File: src/rtl/spi_target.sv
// SPI mode-0 target: synchronises SCK/SS_N/MOSI into CLK, shifts bytes in on SCK rise
// and out on SCK fall, with a one-entry transmit holding register.
module spi_target #(
   parameter int         SYNC_STAGES = 2,
   parameter logic [7:0] IDLE_BYTE   = 8'hFF
) (
   input  logic       CLK,
   input  logic       reset,
   input  logic       spi_sck,
   input  logic       spi_ss_n,
   input  logic       spi_mosi,
   output logic       spi_miso,
   output logic       spi_miso_oe,
   input  logic [7:0] tx_data,
   input  logic       tx_valid,
   output logic       tx_ready,
   output logic [7:0] rx_data,
   output logic       rx_valid,
   output logic       tx_underrun,
   output logic       busy
);

   // state  | meaning
   // IDLE   | not selected; SCK edges ignored, waiting for a select fall
   // ACTIVE | selected; shifting on SCK edges until select rises
   typedef enum logic {S_IDLE, S_ACTIVE} state_t;

   state_t                 state_q, state_d;
   logic [SYNC_STAGES-1:0] sck_sync_q, sck_sync_d;
   logic [SYNC_STAGES-1:0] ss_sync_q, ss_sync_d;
   logic [SYNC_STAGES-1:0] mosi_sync_q, mosi_sync_d;
   logic                   sck_dly_q, sck_dly_d;
   logic                   ss_dly_q, ss_dly_d;
   logic                   mosi_dly_q, mosi_dly_d;
   logic                   sck_rise_q, sck_rise_d;
   logic                   sck_fall_q, sck_fall_d;
   logic                   ss_fall_q, ss_fall_d;
   logic                   ss_rise_q, ss_rise_d;
   logic [2:0]             bit_cnt_q, bit_cnt_d;
   logic [7:0]             rx_shift_q, rx_shift_d;
   logic [7:0]             tx_shift_q, tx_shift_d;
   logic                   byte_done_q, byte_done_d;
   logic [7:0]             rx_data_q, rx_data_d;
   logic                   rx_valid_q, rx_valid_d;
   logic                   tx_underrun_q, tx_underrun_d;
   logic [7:0]             hold_q, hold_d;
   logic                   hold_full_q, hold_full_d;

   logic sck_s, ss_s, mosi_s;
   logic load, wr;

   assign sck_s  = sck_sync_q[SYNC_STAGES-1];
   assign ss_s   = ss_sync_q[SYNC_STAGES-1];
   assign mosi_s = mosi_sync_q[SYNC_STAGES-1];
   assign wr     = tx_valid & ~hold_full_q;

   always_comb begin
      state_d       = state_q;
      bit_cnt_d     = bit_cnt_q;
      rx_shift_d    = rx_shift_q;
      tx_shift_d    = tx_shift_q;
      byte_done_d   = byte_done_q;
      rx_data_d     = rx_data_q;
      rx_valid_d    = 1'b0;
      tx_underrun_d = 1'b0;
      load          = 1'b0;

      sck_sync_d  = {sck_sync_q[SYNC_STAGES-2:0], spi_sck};
      ss_sync_d   = {ss_sync_q[SYNC_STAGES-2:0], spi_ss_n};
      mosi_sync_d = {mosi_sync_q[SYNC_STAGES-2:0], spi_mosi};
      sck_dly_d   = sck_s;
      ss_dly_d    = ss_s;
      mosi_dly_d  = mosi_s;
      sck_rise_d  = sck_s & ~sck_dly_q;
      sck_fall_d  = ~sck_s & sck_dly_q;
      // select chain resets low, so a fall is only seen after a genuine high
      ss_fall_d   = ~ss_s & ss_dly_q;
      ss_rise_d   = ss_s & ~ss_dly_q;

      case (state_q)
         S_IDLE: begin
            if (ss_fall_q) begin
               state_d     = S_ACTIVE;
               bit_cnt_d   = 3'd0;
               byte_done_d = 1'b0;
               load        = 1'b1;
            end
         end
         S_ACTIVE: begin
            if (ss_rise_q) begin
               state_d     = S_IDLE;
               rx_shift_d  = 8'h00;
               bit_cnt_d   = 3'd0;
               byte_done_d = 1'b0;
            end else if (sck_rise_q) begin
               rx_shift_d = {rx_shift_q[6:0], mosi_dly_q};
               bit_cnt_d  = bit_cnt_q + 3'd1;
               if (bit_cnt_q == 3'd7) begin
                  rx_data_d   = {rx_shift_q[6:0], mosi_dly_q};
                  rx_valid_d  = 1'b1;
                  byte_done_d = 1'b1;
               end
            end else if (sck_fall_q) begin
               if (byte_done_q) begin
                  load        = 1'b1;
                  byte_done_d = 1'b0;
               end else begin
                  tx_shift_d = {tx_shift_q[6:0], 1'b0};
               end
            end
         end
         default: state_d = S_IDLE;
      endcase

      if (load) begin
         if (hold_full_q) begin
            tx_shift_d = hold_q;
         end else begin
            tx_shift_d    = IDLE_BYTE;
            tx_underrun_d = 1'b1;
         end
      end

      // a write coinciding with a load fills the register for the following byte
      hold_d      = wr ? tx_data : hold_q;
      hold_full_d = wr | (hold_full_q & ~load);
   end

   always_ff @(posedge CLK) begin
      if (reset) begin
         state_q       <= S_IDLE;
         sck_sync_q    <= '0;
         ss_sync_q     <= '0;
         mosi_sync_q   <= '0;
         sck_dly_q     <= 1'b0;
         ss_dly_q      <= 1'b0;
         mosi_dly_q    <= 1'b0;
         sck_rise_q    <= 1'b0;
         sck_fall_q    <= 1'b0;
         ss_fall_q     <= 1'b0;
         ss_rise_q     <= 1'b0;
         bit_cnt_q     <= 3'd0;
         rx_shift_q    <= 8'h00;
         tx_shift_q    <= IDLE_BYTE;
         byte_done_q   <= 1'b0;
         rx_data_q     <= 8'h00;
         rx_valid_q    <= 1'b0;
         tx_underrun_q <= 1'b0;
         hold_q        <= 8'h00;
         hold_full_q   <= 1'b0;
      end else begin
         state_q       <= state_d;
         sck_sync_q    <= sck_sync_d;
         ss_sync_q     <= ss_sync_d;
         mosi_sync_q   <= mosi_sync_d;
         sck_dly_q     <= sck_dly_d;
         ss_dly_q      <= ss_dly_d;
         mosi_dly_q    <= mosi_dly_d;
         sck_rise_q    <= sck_rise_d;
         sck_fall_q    <= sck_fall_d;
         ss_fall_q     <= ss_fall_d;
         ss_rise_q     <= ss_rise_d;
         bit_cnt_q     <= bit_cnt_d;
         rx_shift_q    <= rx_shift_d;
         tx_shift_q    <= tx_shift_d;
         byte_done_q   <= byte_done_d;
         rx_data_q     <= rx_data_d;
         rx_valid_q    <= rx_valid_d;
         tx_underrun_q <= tx_underrun_d;
         hold_q        <= hold_d;
         hold_full_q   <= hold_full_d;
      end
   end

   assign spi_miso    = tx_shift_q[7];
   assign spi_miso_oe = (state_q == S_ACTIVE);
   assign busy        = (state_q == S_ACTIVE);
   assign tx_ready    = ~hold_full_q;
   assign rx_data     = rx_data_q;
   assign rx_valid    = rx_valid_q;
   assign tx_underrun = tx_underrun_q;

endmodule

File: config.mk
export PLATFORM = sky130hd
export DESIGN_NAME = spi_target
export DESIGN_NICKNAME = d
export VERILOG_FILES = /design/src/rtl/spi_target.sv
export SDC_FILE = /design/constraint.sdc
export NUM_CORES = 1
export LEC_CHECK = 0
export BUFFER_PORTS_ARGS = -buffer_cell sky130_fd_sc_hd__buf_4
export CORE_UTILIZATION = 52
export DETAILED_ROUTE_END_ITERATION = 16
export GPL_TIMING_DRIVEN = 0
export PLACE_DENSITY = 0.81
export SLEW_MARGIN = 10
export SYNTH_ARGS = -nofsm -noshare
export SYNTH_HDL_FRONTEND = slang
export SYNTH_SLANG_ARGS = --single-unit
File: constraint.sdc
create_clock -name CLK -period 3.9 [get_ports CLK]
set_input_delay 0 -clock CLK [delete_from_list [all_inputs] [get_ports CLK]]
set_output_delay 0 -clock CLK [all_outputs]
set_load 0.05 [all_outputs]
==> metrics.cfg, run 1 <==
[place]
place.gp.congestion=0.836
dpl.hpwl_um=2770
io_buffers=27
post-place-ws_ns=2.46
dp_cells=298

[sta]
setup_slack_ns=2.47
post-route-period-util=0.367
finalSetupTns_ns=0
fmax_mhz=698
tightest_slew_ns=0.490
rsz0062_at_grt=no
hold_viol_final=0
maxSlewViolCount=0
relSlewSlack=0.673
clock_skew_ns=0.00574
min_period_ns=1.43
setup_viol=0

[grt]
grt.busiest_layer=met2
use_met3=0.0482
gr-usage-all-layers=0.226
grt_pass1_vias=1608
grt_first_pass_wirelength_um=6980
grt_overflow=0
grtUsageMet1=0.266
antenna_found_initial=0
grt_max_degree=16
use_met2=0.379

[worst_setup_path]
path_max_fanout=9
arrival_ns=1.60
critPathRequiredTime_ns=4.07
critPathLaunchType=register
r2r_cells=5
worstSetupPathType=register to register
endpoint_kind=register

[power_and_ir_drop]
seq_power_share=0.585
combPwrFrac=0.083
switching_power_mw=0.214
leakage_nw=0.992
power_frac_clock=0.332
vdd_ir_drop_max_mv=0.322
switching_share=0.228
power.density_nw_per_um2=379
internal_power_mw=0.723

[detailed_routing]
drc=0
firstDrtPassIters=4
viasPerCell=5.29
wl_um=4060
drt_iter0_markers=137
wire_per_inst_um=12.8
vias=1682
ant_nets=0

[hold_path]
hold_depth=4
min_path_type=input pin to register

[synthesis]
avgSynthCellArea_um2=8.94
syn_area_um2=1990
synth_seq_area_share=0.522
synth_warnings=0
ys_ff_latch=52
yosys.cell_types.count=32
syn_inst=223
syn-num-nets=239

[clocking]
htreeDepth=2
cts_made_buffers=5
cts_tree=built
post_cts_buffers=0
clk_latency_ns=0.30
cts-root-buf=clkbuf_8
cts.sink_count=52
clkTransAtPathRegs_ns=0.09
cts_buffer_depth=2

[floorplan]
fp.dieArea_um2=4090
pin_count=28
die_x_um=63.9
rows=22
core_area_um2=3660
initial_utilization=0.545
die_h_um=63.9

[finish]
drive_gt1_frac=0.193
finalNetCount=285
layout.cells.non_filler=318
antenna_cells=0
syn_to_final_growth_pct=23.9

[run]
cap_violations=0

[run_status]
outcome=completed

cells in the final DEF (no fill, tap or decap), drive strengths merged, types with 2 or more instances in the layout:
cell	n
a21oi	26
a22o	2
a22oi	7
a31oi	2
buf	40
clkbuf	12
dfxtp	52
dlygate4sd3	12
ha	2
inv	2
nand2	32
nand2b	10
nand3	14
nor2	9
nor2b	15
nor3b	3
o211ai	8
o21ai	3
or2	9
area by class of cell:
type / count / area, um^2
fillers: 304 / 1190
clock buffers: 7 / 86.3
flip-flops and latches: 52 / 1040
well taps: 48 / 60.1
repair buffers: 39 / 323
plain buffers: 18 / 90.1
inverters: 2 / 7.51
clock inverters: 1 / 7.51
multi-input cells: 151 / 856
sequential cells by signal, summed over array words and instances (netlist names), 2 cells and up:
signal,cells
hold_q,8
rx_data,8
tx_shift_q,8
rx_shift_q,7
bit_cnt_q,3
mosi_sync_q,2
sck_sync_q,2
ss_sync_q,2
Yosys cell counts:
cell type | number | share of area
nor2b_1 | 15 | 0.047
ha_1 | 2 | 0.013
o21ai_0 | 1 | 0.0025
buf_1 | 4 | 0.0075
o211ai_1 | 8 | 0.030
or2_2 | 8 | 0.025
and3b_1 | 1 | 0.0044
o21ai_1 | 2 | 0.0050
clkbuf_1 | 5 | 0.0094
inv_1 | 2 | 0.0038
and4bb_1 | 1 | 0.0063
buf_4 | 2 | 0.0075
nor2_1 | 9 | 0.017
or4b_1 | 1 | 0.0050
nand4b_1 | 1 | 0.0044
and4b_1 | 1 | 0.0050
mux2_2 | 1 | 0.0056
nand4bb_1 | 1 | 0.0056
a21oi_1 | 26 | 0.065
nand2b_1 | 10 | 0.031
nand2_1 | 32 | 0.060
o22ai_1 | 1 | 0.0031
a22o_1 | 2 | 0.0088
nand3_1 | 14 | 0.035
buf_2 | 6 | 0.015
a22oi_1 | 7 | 0.026
nor3b_1 | 3 | 0.011
buf_6 | 1 | 0.0056
or2_1 | 1 | 0.0031
nor3_1 | 1 | 0.0025
dfxtp_1 | 52 | 0.52
a31oi_1 | 2 | 0.0063
per-stage QoR:
stage	cell area (um^2)	total power [mW]	util	hold slack, ns
2_1_floorplan	1990	0.604	-	0.0791
3_5_place_dp	2260	0.629	0.617	0.216
4_1_cts	2470	0.950	0.675	0.185
5_1_grt	2470	0.978	0.675	0.255
3_3_place_gp	2260	0.627	0.617	0.210
6_report	2470	0.937	0.675	0.212
worst paths after layout:
kind | slack [ns] | endpoint | startpoint
hold reg to reg | 0.40 | sck_rise_q | sck_dly_q
setup reg to reg | 2.47 | rx_data[7] | bit_cnt_q[0]
hold / removal | 0.21 | hold_full_q | tx_valid
setup / recovery | 2.47 | rx_data[7] | bit_cnt_q[0]
power groups by stage:
| stage | registers, mW | clock network (mW) | logic (mW) |
|---|---|---|---|
| after global routing | 0.550 | 0.343 | 0.0853 |
| after CTS | 0.549 | 0.324 | 0.0773 |
| after detailed placement | 0.561 | 0 | 0.0675 |
| final | 0.549 | 0.311 | 0.0775 |
| after global placement | 0.561 | 0 | 0.0662 |
| after floorplan | 0.561 | 0 | 0.0424 |
logic make-up (layout without fill, tap and decap cells):
| logic type | Yosys count | count (layout) | share of synthesized area |
|---|---|---|---|
| AO/OA/AOI/OAI | 49 | 49 | 0.147 |
| flip-flops | 52 | 52 | 0.522 |
| buffers and inverters | 20 | 67 | 0.0489 |
| AND/OR/NAND/NOR | 99 | 99 | 0.263 |
| multiplexers | 1 | 1 | 0.00565 |
| adder cells (fa/ha/maj) | 2 | 2 | 0.0125 |
repair_timing:
action / in CTS / in global routing
hold buffers: 12 / 0
endpoints found under the hold margin: 15 / 0
resized for setup: 0 / 0
routing by layer:
| layer | vias to the layer above | part of all wire | wire length (um) |
|---|---|---|---|
| met5 | - | 0 | 0 |
| met4 | 0 | 0.024 | 96 |
| met3 | 7 | 0.031 | 125 |
| met2 | 34 | 0.49 | 1990 |
| met1 | 787 | 0.46 | 1860 |
| li1 | 854 | - | - |
critical path: stages (launching register included):
cell and delay, ns:
dfxtp_1 0.34, ha_1 0.16, ha_1 0.18, nand4b_1 0.35
nand2_1 0.18, a21oi_1 0.08
Note: power is estimated with default switching activity, not from simulation.
==> inputs of run 2 (changes only) <==
Clock period 3.9 ns to 1.38 ns, I/O delays scaled along.
==> metrics.cfg, run 2 (same netlist as run 1, synthesis figures left out) <==
[worst_setup_path]
worstSetupStartpoint=busy
path_max_fanout=10  ; +1
worstSetupPathType=register to register
reg2reg_from=busy
endpoint_kind=register
r2r_slack_ns=0.05  ; -2.42 ns
critPathLaunchType=register
critPathRequiredTime_ns=1.58  ; -2.49 ns
reg2reg_to=tx_shift_q[0]
r2r_cells=5  ; unchanged
endpoint=tx_shift_q[0]
arrival_ns=1.53  ; -0.07 ns

[detailed_routing]
viasPerCell=5.11  ; -3.4%
firstDrtPassIters=4  ; unchanged
drc=0  ; unchanged
vias=1630  ; -3.1%
wire_per_inst_um=12.4  ; -2.6%
wl_um=3970  ; -2.3%
drt_iter0_markers=140  ; +2.2%
ant_nets=0  ; unchanged

[clocking]
cts_made_buffers=5  ; unchanged
cts_tree=built
htreeDepth=2  ; unchanged
cts.sink_count=52  ; unchanged
clk_latency_ns=0.31  ; about the same
cts_buffer_depth=2  ; unchanged
clkTransAtPathRegs_ns=0.09  ; about the same
cts-root-buf=clkbuf_8

[floorplan]
core_area_um2=3660  ; unchanged
pin_count=28  ; unchanged
rows=22  ; unchanged
fp.dieArea_um2=4090  ; unchanged
initial_utilization=0.545  ; unchanged
die_h_um=63.9  ; unchanged
die_x_um=63.9  ; unchanged

[sta]
fmax_mhz=751  ; +7.5%
relSlewSlack=0.670  ; -0.00332
clock_skew_ns=0.00586  ; +0.000117 ns
hold_viol_final=0  ; unchanged
post-route-period-util=0.965  ; +0.598
tightest_slew_ns=0.492  ; +0.00167 ns
maxSlewViolCount=0  ; unchanged
min_period_ns=1.33  ; -0.100 ns
hold_ws_ns=0.239  ; +0.0269 ns
setup_viol=0  ; unchanged

[power_and_ir_drop]
leakage_nw=1.02  ; +3.1%
power.density_nw_per_um2=1120  ; +200%
vdd_ir_drop_max_mv=0.838  ; +160%
total_power_mw=2.83  ; +200%

[grt]
grt.busiest_layer=met2
grtUsageMet1=0.262  ; -0.00389
grt_first_pass_wirelength_um=6640  ; -4.7%
grt_overflow=0  ; unchanged
antenna_found_initial=0  ; unchanged
gr-usage-all-layers=0.213  ; -0.0131
use_met3=0.0589  ; +0.0107
use_met2=0.350  ; -0.0293
grt_pass1_vias=1474  ; -8.3%
grt_max_degree=16  ; unchanged

[finish]
syn_to_final_growth_pct=26.7
drive_gt1_frac=0.221  ; +0.0288
final_cell_mix=50 x dfxtp_1, 32 x nand2_1, 31 x buf_4, 26 x a21oi_1, 15 x nor2b_1
antenna_cells=0  ; unchanged
layout_commonest_cell=dfxtp_1
finalNetCount=286  ; +0.35%

[place]
place.gp.congestion=0.778  ; -7.0%
dpl.hpwl_um=2600  ; -6.0%
io_buffers=27  ; unchanged

[run]
cap_violations=0  ; unchanged

[run_status]
outcome=completed

[hold_path]
min_path_type=input pin to register

## run 2: changes by cell type in the layout (fill, tap and decap cells not counted), sizes merged
cell	change
buf	+1
clkinvlp	-1
clkbuf	+1
## run 2: per-layer routing
layer,wire length [um],up-vias,part of all wire
met5,0,-,0
met4,65,0,0.016
met3,141,6,0.036
met2,1900,27,0.48
met1,1870,745,0.47
li1,-,852,-
## run 2: what timing repair did
action	4_1_cts	5_1_grt
endpoints found under the hold margin	14	0
buffers inserted	2	0
setup endpoints to repair	9	14
resized for setup	1	6
hold buffers	12	0
pin swaps	1	1
## run 2: cell type report
cell class	instances	area [um^2]
plain buffers	17	95.1
clock buffers	8	121
fillers	313	1130
inverters	2	7.51
multi-input cells	151	858
flip-flops and latches	52	1050
well taps	48	60.1
repair buffers	41	338
## run 2: how the worst min path moves through the flow
| stage | startpoint | endpoint | slack [ns] | cells past startpoint |
|---|---|---|---|---|
| after floorplan | reset | sck_dly_q | 0.08 | 1 |
| after global placement | spi_sck | sck_sync_q[0] | 0.21 | 2 |
| after detailed placement | reset | ss_dly_q | 0.22 | 2 |
| after CTS | tx_valid | hold_q[4] | 0.25 | 5 |
| after global routing | tx_valid | hold_q[7] | 0.27 | 5 |
| final | tx_valid | hold_q[4] | 0.24 | 5 |
## run 2: stage by stage
step | cells | cell area (um^2) | setup slack [ns] | util | setup TNS (ns)
3_5_place_dp | 298 | 2260 | -0.0665 | 0.618 | -0.366
6_report | 319 | 2530 | 0.0486 | 0.690 | 0
2_1_floorplan | 223 | 2000 | 0.0132 | - | 0
5_1_grt | 319 | 2530 | -0.0126 | 0.690 | -0.0243
4_1_cts | 320 | 2520 | 0.0140 | 0.688 | 0
3_3_place_gp | 298 | 2260 | -0.0194 | 0.618 | -0.121
## run 2: report_power, final
group / switching, mW / total, mW / leakage, nW / internal [mW]
combinational: 0.113 / 0.216 / 0.536 / 0.103
sequential: 0.0161 / 1.55 / 0.424 / 1.53
clock: 0.497 / 1.06 / 0.0627 / 0.567
## run 2: critical path, stage by stage (launching register included)
cell	delay (ns)
dfxtp_4	0.36
buf_4	0.16
and4bb_1	0.19
buf_2	0.17
a21oi_1	0.22
o21ai_1	0.11
